[config.mk]
export PLATFORM = sky130hd
export DESIGN_NAME = prbs_step
export DESIGN_NICKNAME = d
export VERILOG_FILES = /design/src/rtl/prbs_checker_pkg.sv /design/src/rtl/prbs_checker_step.sv
export SDC_FILE = /design/constraint.sdc
export NUM_CORES = 1
export LEC_CHECK = 0
export ABC_AREA = 1
export CAP_MARGIN = 20
export CELL_PAD_IN_SITES_DETAIL_PLACEMENT = 1
export CELL_PAD_IN_SITES_GLOBAL_PLACEMENT = 1
export CORE_MARGIN = 3
export CORE_UTILIZATION = 15
export DETAILED_ROUTE_END_ITERATION = 16
export GPL_TIMING_DRIVEN = 0
export PLACE_DENSITY = 0.83
export SYNTH_ARGS = -nofsm -noshare
export SYNTH_HDL_FRONTEND = slang
export SYNTH_SLANG_ARGS = --single-unit
[constraint.sdc]
create_clock -name vclk -period 1.7
set_input_delay 0.51 -clock vclk [all_inputs]
set_output_delay 0.51 -clock vclk [all_outputs]
set_load 0.01 [all_outputs]
[src/rtl/prbs_checker_pkg.sv]
// prbs_checker_pkg -- shared definitions for the PRBS checker and the
// matching LFSR generator model.
//   state_e       : checker state (HUNT, LOCKED)
//   sanitize_tap  : replace a degenerate tap mask (all-zero/all-one) by bit 1
//   prbs_step_f   : one Galois LFSR step, next word from word and tap
// Functions work on MAX_W-bit vectors with a run-time width argument so a
// single definition serves every SIZE up to MAX_W.
package prbs_checker_pkg;

  typedef enum logic {HUNT = 1'b0, LOCKED = 1'b1} state_e;

  localparam int MAX_W = 64;

  function automatic logic [MAX_W-1:0] sanitize_tap(input logic [MAX_W-1:0] tap,
                                                    input int size);
    logic [MAX_W-1:0] mask;
    logic [MAX_W-1:0] t;
    mask = '0;
    for (int b = 0; b < MAX_W; b++)
      if (b < size) mask[b] = 1'b1;
    t = tap & mask;
    if (t == '0 || t == mask) begin
      t    = '0;
      t[1] = 1'b1;
    end
    return t;
  endfunction

  // fb includes the all-zero-below-MSB term so the all-zero word is part of
  // the sequence instead of a lock-up state.
  function automatic logic [MAX_W-1:0] prbs_step_f(input logic [MAX_W-1:0] w,
                                                   input logic [MAX_W-1:0] tap,
                                                   input int size);
    logic [MAX_W-1:0] n;
    logic             low_zero;
    logic             msb;
    logic             fb;
    low_zero = 1'b1;
    msb      = 1'b0;
    for (int b = 0; b < MAX_W; b++) begin
      if (b < size - 1 && w[b]) low_zero = 1'b0;
      if (b == size - 1)        msb      = w[b];
    end
    fb   = msb ^ low_zero;
    n    = '0;
    n[0] = fb;
    for (int b = 1; b < MAX_W; b++)
      if (b < size) n[b] = tap[b] ? (w[b-1] ^ fb) : w[b-1];
    return n;
  endfunction

endpackage

[src/rtl/prbs_checker_step.sv]
// prbs_step -- combinational next LFSR word.
//   word_i : current word
//   tap_i  : already-sanitised tap mask
//   next_o : step(word_i)
module prbs_step
  import prbs_checker_pkg::*;
#(
  parameter int SIZE = 8
) (
  input  logic [SIZE-1:0] word_i,
  input  logic [SIZE-1:0] tap_i,
  output logic [SIZE-1:0] next_o
);

  assign next_o = SIZE'(prbs_step_f(MAX_W'(word_i), MAX_W'(tap_i), SIZE));

endmodule

Word level (Yosys, flattened, before mapping):

Index checks and enable logic that the tools add are counted.

* bits of input ports: 16
* logic and storage cells: 22
* flip-flop bits (word level): 0
* output and inout port bits: 8

* bitwise logic cells: 8
* multiplexer cells: 14

Operators with widths (number)
* $mux 1: 14
* $xor 1x1->1: 8

Longest topological paths before layout:

* depth in word-level cells: 10
* gate-level depth with buffers: 9
* mapped depth without buffers: 8

Worst setup path before layout:

No wires, ideal clock.

* path type: input port to output port
* start: in word_i[5]
* end: out next_o[1]
* required time: 1190 ps
* arrival time: 1189 ps
* stages: 8
* buffers on the path: 1
* slack: 1 ps
* cell sequence: nor2_1 -> nand2_1 -> o21ai_1 -> nand2_2 -> buf_6 -> nand2_2 -> nand2_1 -> nand2_1

* longest elaborated chain between the ends: 5

Ends and longest elaborated chain
* start, declared: line prbs_checker_step.sv:10 `input logic [SIZE-1:0] word_i,`
* $mux 1 (2 in series): line prbs_checker_pkg.sv:41 `if (b < size - 1 && w[b]) low_zero = 1'b0;`
* $xor 1x1->1: line prbs_checker_pkg.sv:44 `fb = msb ^ low_zero;`
* named net next_o[0]: line prbs_checker_step.sv:12 `output logic [SIZE-1:0] next_o`
* $xor 1x1->1: line prbs_checker_pkg.sv:48 `if (b < size) n[b] = tap[b] ? (w[b-1] ^ fb) : w[b-1];`
* $mux 1: line prbs_checker_pkg.sv:48
* end, declared: line prbs_checker_step.sv:12

The timed path passes the listed nets, and every way through them passes these cells.

Worst setup path after layout:

* start: in word_i[3]
* end: out next_o[4]

* longest elaborated chain between the ends: 7

Ends and longest elaborated chain (line)
* $mux 1 (4 in series): prbs_checker_pkg.sv:41
* $xor 1x1->1: prbs_checker_pkg.sv:44
* $xor 1x1->1: prbs_checker_pkg.sv:48
* $mux 1 (*): prbs_checker_pkg.sv:48

Every way passes the cells marked *; elsewhere a longest branch is shown, timed or not.

==> results.md <==
- The final-layout clock buffer total is 0.
- The number of max-slew violations in the final report came to 0.
- The net count after synthesis is 60.
- After detailed routing, the number of remaining DRC violations is 0.
- The detailed router placed about 360 vias in this run.
- The path class of the tightest hold or removal check is input port to output port.
- The aggregate routed wire length is 977 µm.
- The die covers ~0.0018 mm².
- The floorplan has 12 rows.
- The simple-gate share of the synthesized area is 0.758.
- On the worst path, the slowest cell contributes a delay of roughly 0.14 ns.
- The hold violation total from the final report came to 0.
- The total of fill cells in the finished design is ~160.
- By count the netlist is led by sky130_fd_sc_hd__nand2_1 (20), sky130_fd_sc_hd__inv_1 (7), sky130_fd_sc_hd__nand3_1 (5).
- Summing every instance area after synthesis gives between 150 and 200 µm².
- Setup violations remaining at the end of the flow were counted as 8.
- The area fraction in compound gates after synthesis is 0.0510.
- The mean cell area of the mapped netlist is between 4 and 5 µm².
- STA puts the critical path data arrival time at around 1.5 ns.
- VDD sags by at most slightly below 0.09 mV.
- Of the post-synthesis cell area, the dominant cell type holds 0.382.
- Adding up every negative setup slack in the final design gives -1.99 ns.
- Once detail routing completed, the nets flagged for antenna violations numbered 0.
- The die is approximately 42 µm wide.
- After synthesis, the share of cell area in mux cells is 0.
- The utilization after layout is 0.444.
- The period utilization is 1.17.
- For this block, the initial DRC count from the detailed router was 2.
- The library cell appearing most often on the critical path is sky130_fd_sc_hd__nand2_2.
- The power density of the placed cells is 256 mW/mm².
- The distinct cell type count of the synthesized netlist is 9.
- The relative slew slack is 0.883.
- Traced cell by cell, the critical path runs through buf_8 > nor2_4 > nand2_2 > nor2_1 > nand2_1 > nand2_2 > buf_6 > nand3_1 > nand2_2 > buf_6.
- The storage element area is 0 µm².
- The area growth from synthesis to layout is 165%.
- The smallest clock period supported by the final layout is computed as around 2 ns.
- The post-synthesis share of cell area spent on xor and xnor gates is 0.
- The leakage power is roughly 0.28 nW.
- The required arrival time at the worst endpoint is 1.19 ns.
- In this run the worst setup path begins at word_i[3].
- The synthesis warning total is 0.
- The worst setup path is captured at an output port.
- The worst setup path is of the input port to output port kind.
- The half-perimeter wire length of the detailed placement result is slightly above 600 µm.
- The run finished, with violations left.
- The number of antenna violations at the first check in global routing is 0.
- By area, the combinational part of the netlist is dominated by simple AND/OR/NAND/NOR gates.
- The maximum number of pins on one net before global-route repair is 6.
- The number of global-route vias before repair came to between 200 and 300.
- The aggregate global routing overflow is 0.
- The synthesized netlist cell count is 44.
- The die is approximately 42 µm tall.
- The adder-cell share of the synthesized area is 0.
- Of all cell types, the one taking the most synthesized area is sky130_fd_sc_hd__nand2_1.
- The effective utilization at floorplan is 0.168.
- The via-per-instance ratio is approximately 4.3.
- The multi-input gate area in the final layout is between 200 and 250 µm².
- Following the worst setup path forward leads to its endpoint at next_o[4].
- Among all stages on the critical path, the largest delay is contributed by sky130_fd_sc_hd__buf_6.
- The max-capacitance violation count is 0.
- There are 0 flip-flops and latches.
- Input and output buffers added on the ports amount to 23.
- The share of layout cells above drive strength 1 is 0.521.
- After synthesis, the cell types taking the most area are sky130_fd_sc_hd__nand2_1 (38%), sky130_fd_sc_hd__inv_1 (13%), sky130_fd_sc_hd__nand3_1 (13%).
- The kind of start point of the critical path is an input port.
- The worst setup slack after layout is -0.292 ns.
- For this run, the top clock speed supported by timing is about 0.5 GHz.
- The global-route usage over all layers is 0.0859.
- The pin slew with the least headroom to its limit is between 0.15 and 0.2 ns.
- Timing analysis after detailed placement gives a worst setup slack of -1.04 ns.
- The first-pass GRT wire length is approximately 1.3 mm.
- Setup repair after global routing could not meet its margin everywhere.
- By instance count, the leading cell after synthesis is sky130_fd_sc_hd__nand2_1.
- The checks that failed: negative setup slack.
- The largest driver fanout on the critical path is 5.
- The number of inserted diodes is 0.
- The total chip power is 0.133 mW.
- For this run, the register share of the synthesized area comes to 0.
- The count of pins on the block boundary is 24.
- The detailed-routing iteration count for the pre-antenna-repair pass is 3.
- After the last flow step, the layout net total stands at a little under 90.
- The routability congestion estimate is between 0.7 and 0.8.
- Dividing the detail-routed wire length by the instance count gives between 10 and 15 µm.
- The core area is 0.00117 mm².
[critical path, delay by kind of cell]
kind / cells / cell delay, ns
simple gates: 7 / 0.62
buf+inv: 3 / 0.34
[area by class of cell]
class | instances | share of cell area
timing repair buffer | 27 | 0.471
multi-input combinational | 36 | 0.423
inverter | 7 | 0.0505
tap | 14 | 0.0337
buffer | 1 | 0.0216
[report_power, final]
group          internal, mW  switching, mW  leakage (nW)  total [mW]
logic                0.0729         0.0604         0.277       0.133
registers                 0              0             0           0
clock network             0              0             0           0
[worst min-delay path by stage]
stage                          from        end  depth (start not counted)
after global placement    word_i[2]  next_o[3]                          4
after global routing      word_i[3]  next_o[4]                          4
final                     word_i[1]  next_o[2]                          4
after floorplan           word_i[0]  next_o[1]                          2
after detailed placement  word_i[2]  next_o[3]                          4
after CTS                 word_i[1]  next_o[2]                          4
[through the flow]
step	instances	hold WS, ns	instance area, µm²
global placement	81	2.03	444
floorplan	44	1.14	196
CTS	84	1.31	449
detailed placement	81	2.03	444
global route	85	1.34	520
finish	85	1.32	520
[cells in the final DEF (no fill, tap or decap)]
cell type,synthesis,final
sky130_fd_sc_hd__buf_4,0,1
sky130_fd_sc_hd__clkbuf_2,0,1
sky130_fd_sc_hd__inv_2,0,1
sky130_fd_sc_hd__nor2_1,4,1
sky130_fd_sc_hd__o21ai_0,1,1
sky130_fd_sc_hd__buf_2,0,7
sky130_fd_sc_hd__nand3b_1,2,2
sky130_fd_sc_hd__nor2_4,0,3
sky130_fd_sc_hd__nand2_2,3,7
sky130_fd_sc_hd__nand3_2,0,2
sky130_fd_sc_hd__nand2_1,20,14
sky130_fd_sc_hd__nand2_4,0,2
sky130_fd_sc_hd__nand3_1,5,3
sky130_fd_sc_hd__buf_8,0,1
sky130_fd_sc_hd__inv_1,7,6
sky130_fd_sc_hd__buf_6,1,11
sky130_fd_sc_hd__o21ai_2,0,1
sky130_fd_sc_hd__clkdlybuf4s50_1,0,7
[kinds of logic (layout without fill, tap and decap cells)]
group,Yosys count,count (layout)
and+or+nand+nor,34,34
buffers and inverters,8,35
AOI/OAI and AO/OA,2,2
[routing by layer]
metal,track usage,share of wire,vias up
met5,0,0,-
met4,0,0.036,0
met3,0.0215,0.097,4
met2,0.164,0.50,18
met1,0.100,0.37,153
li1,-,-,189
[repair_timing]
action	CTS	global route
gates cloned	1	0
pin swaps	11	9
setup endpoints to repair	8	8
resized for setup	76	18
setup buffers	2	1
hold buffers	0	0
No activity file was read; power rests on OpenSTA's default activity.
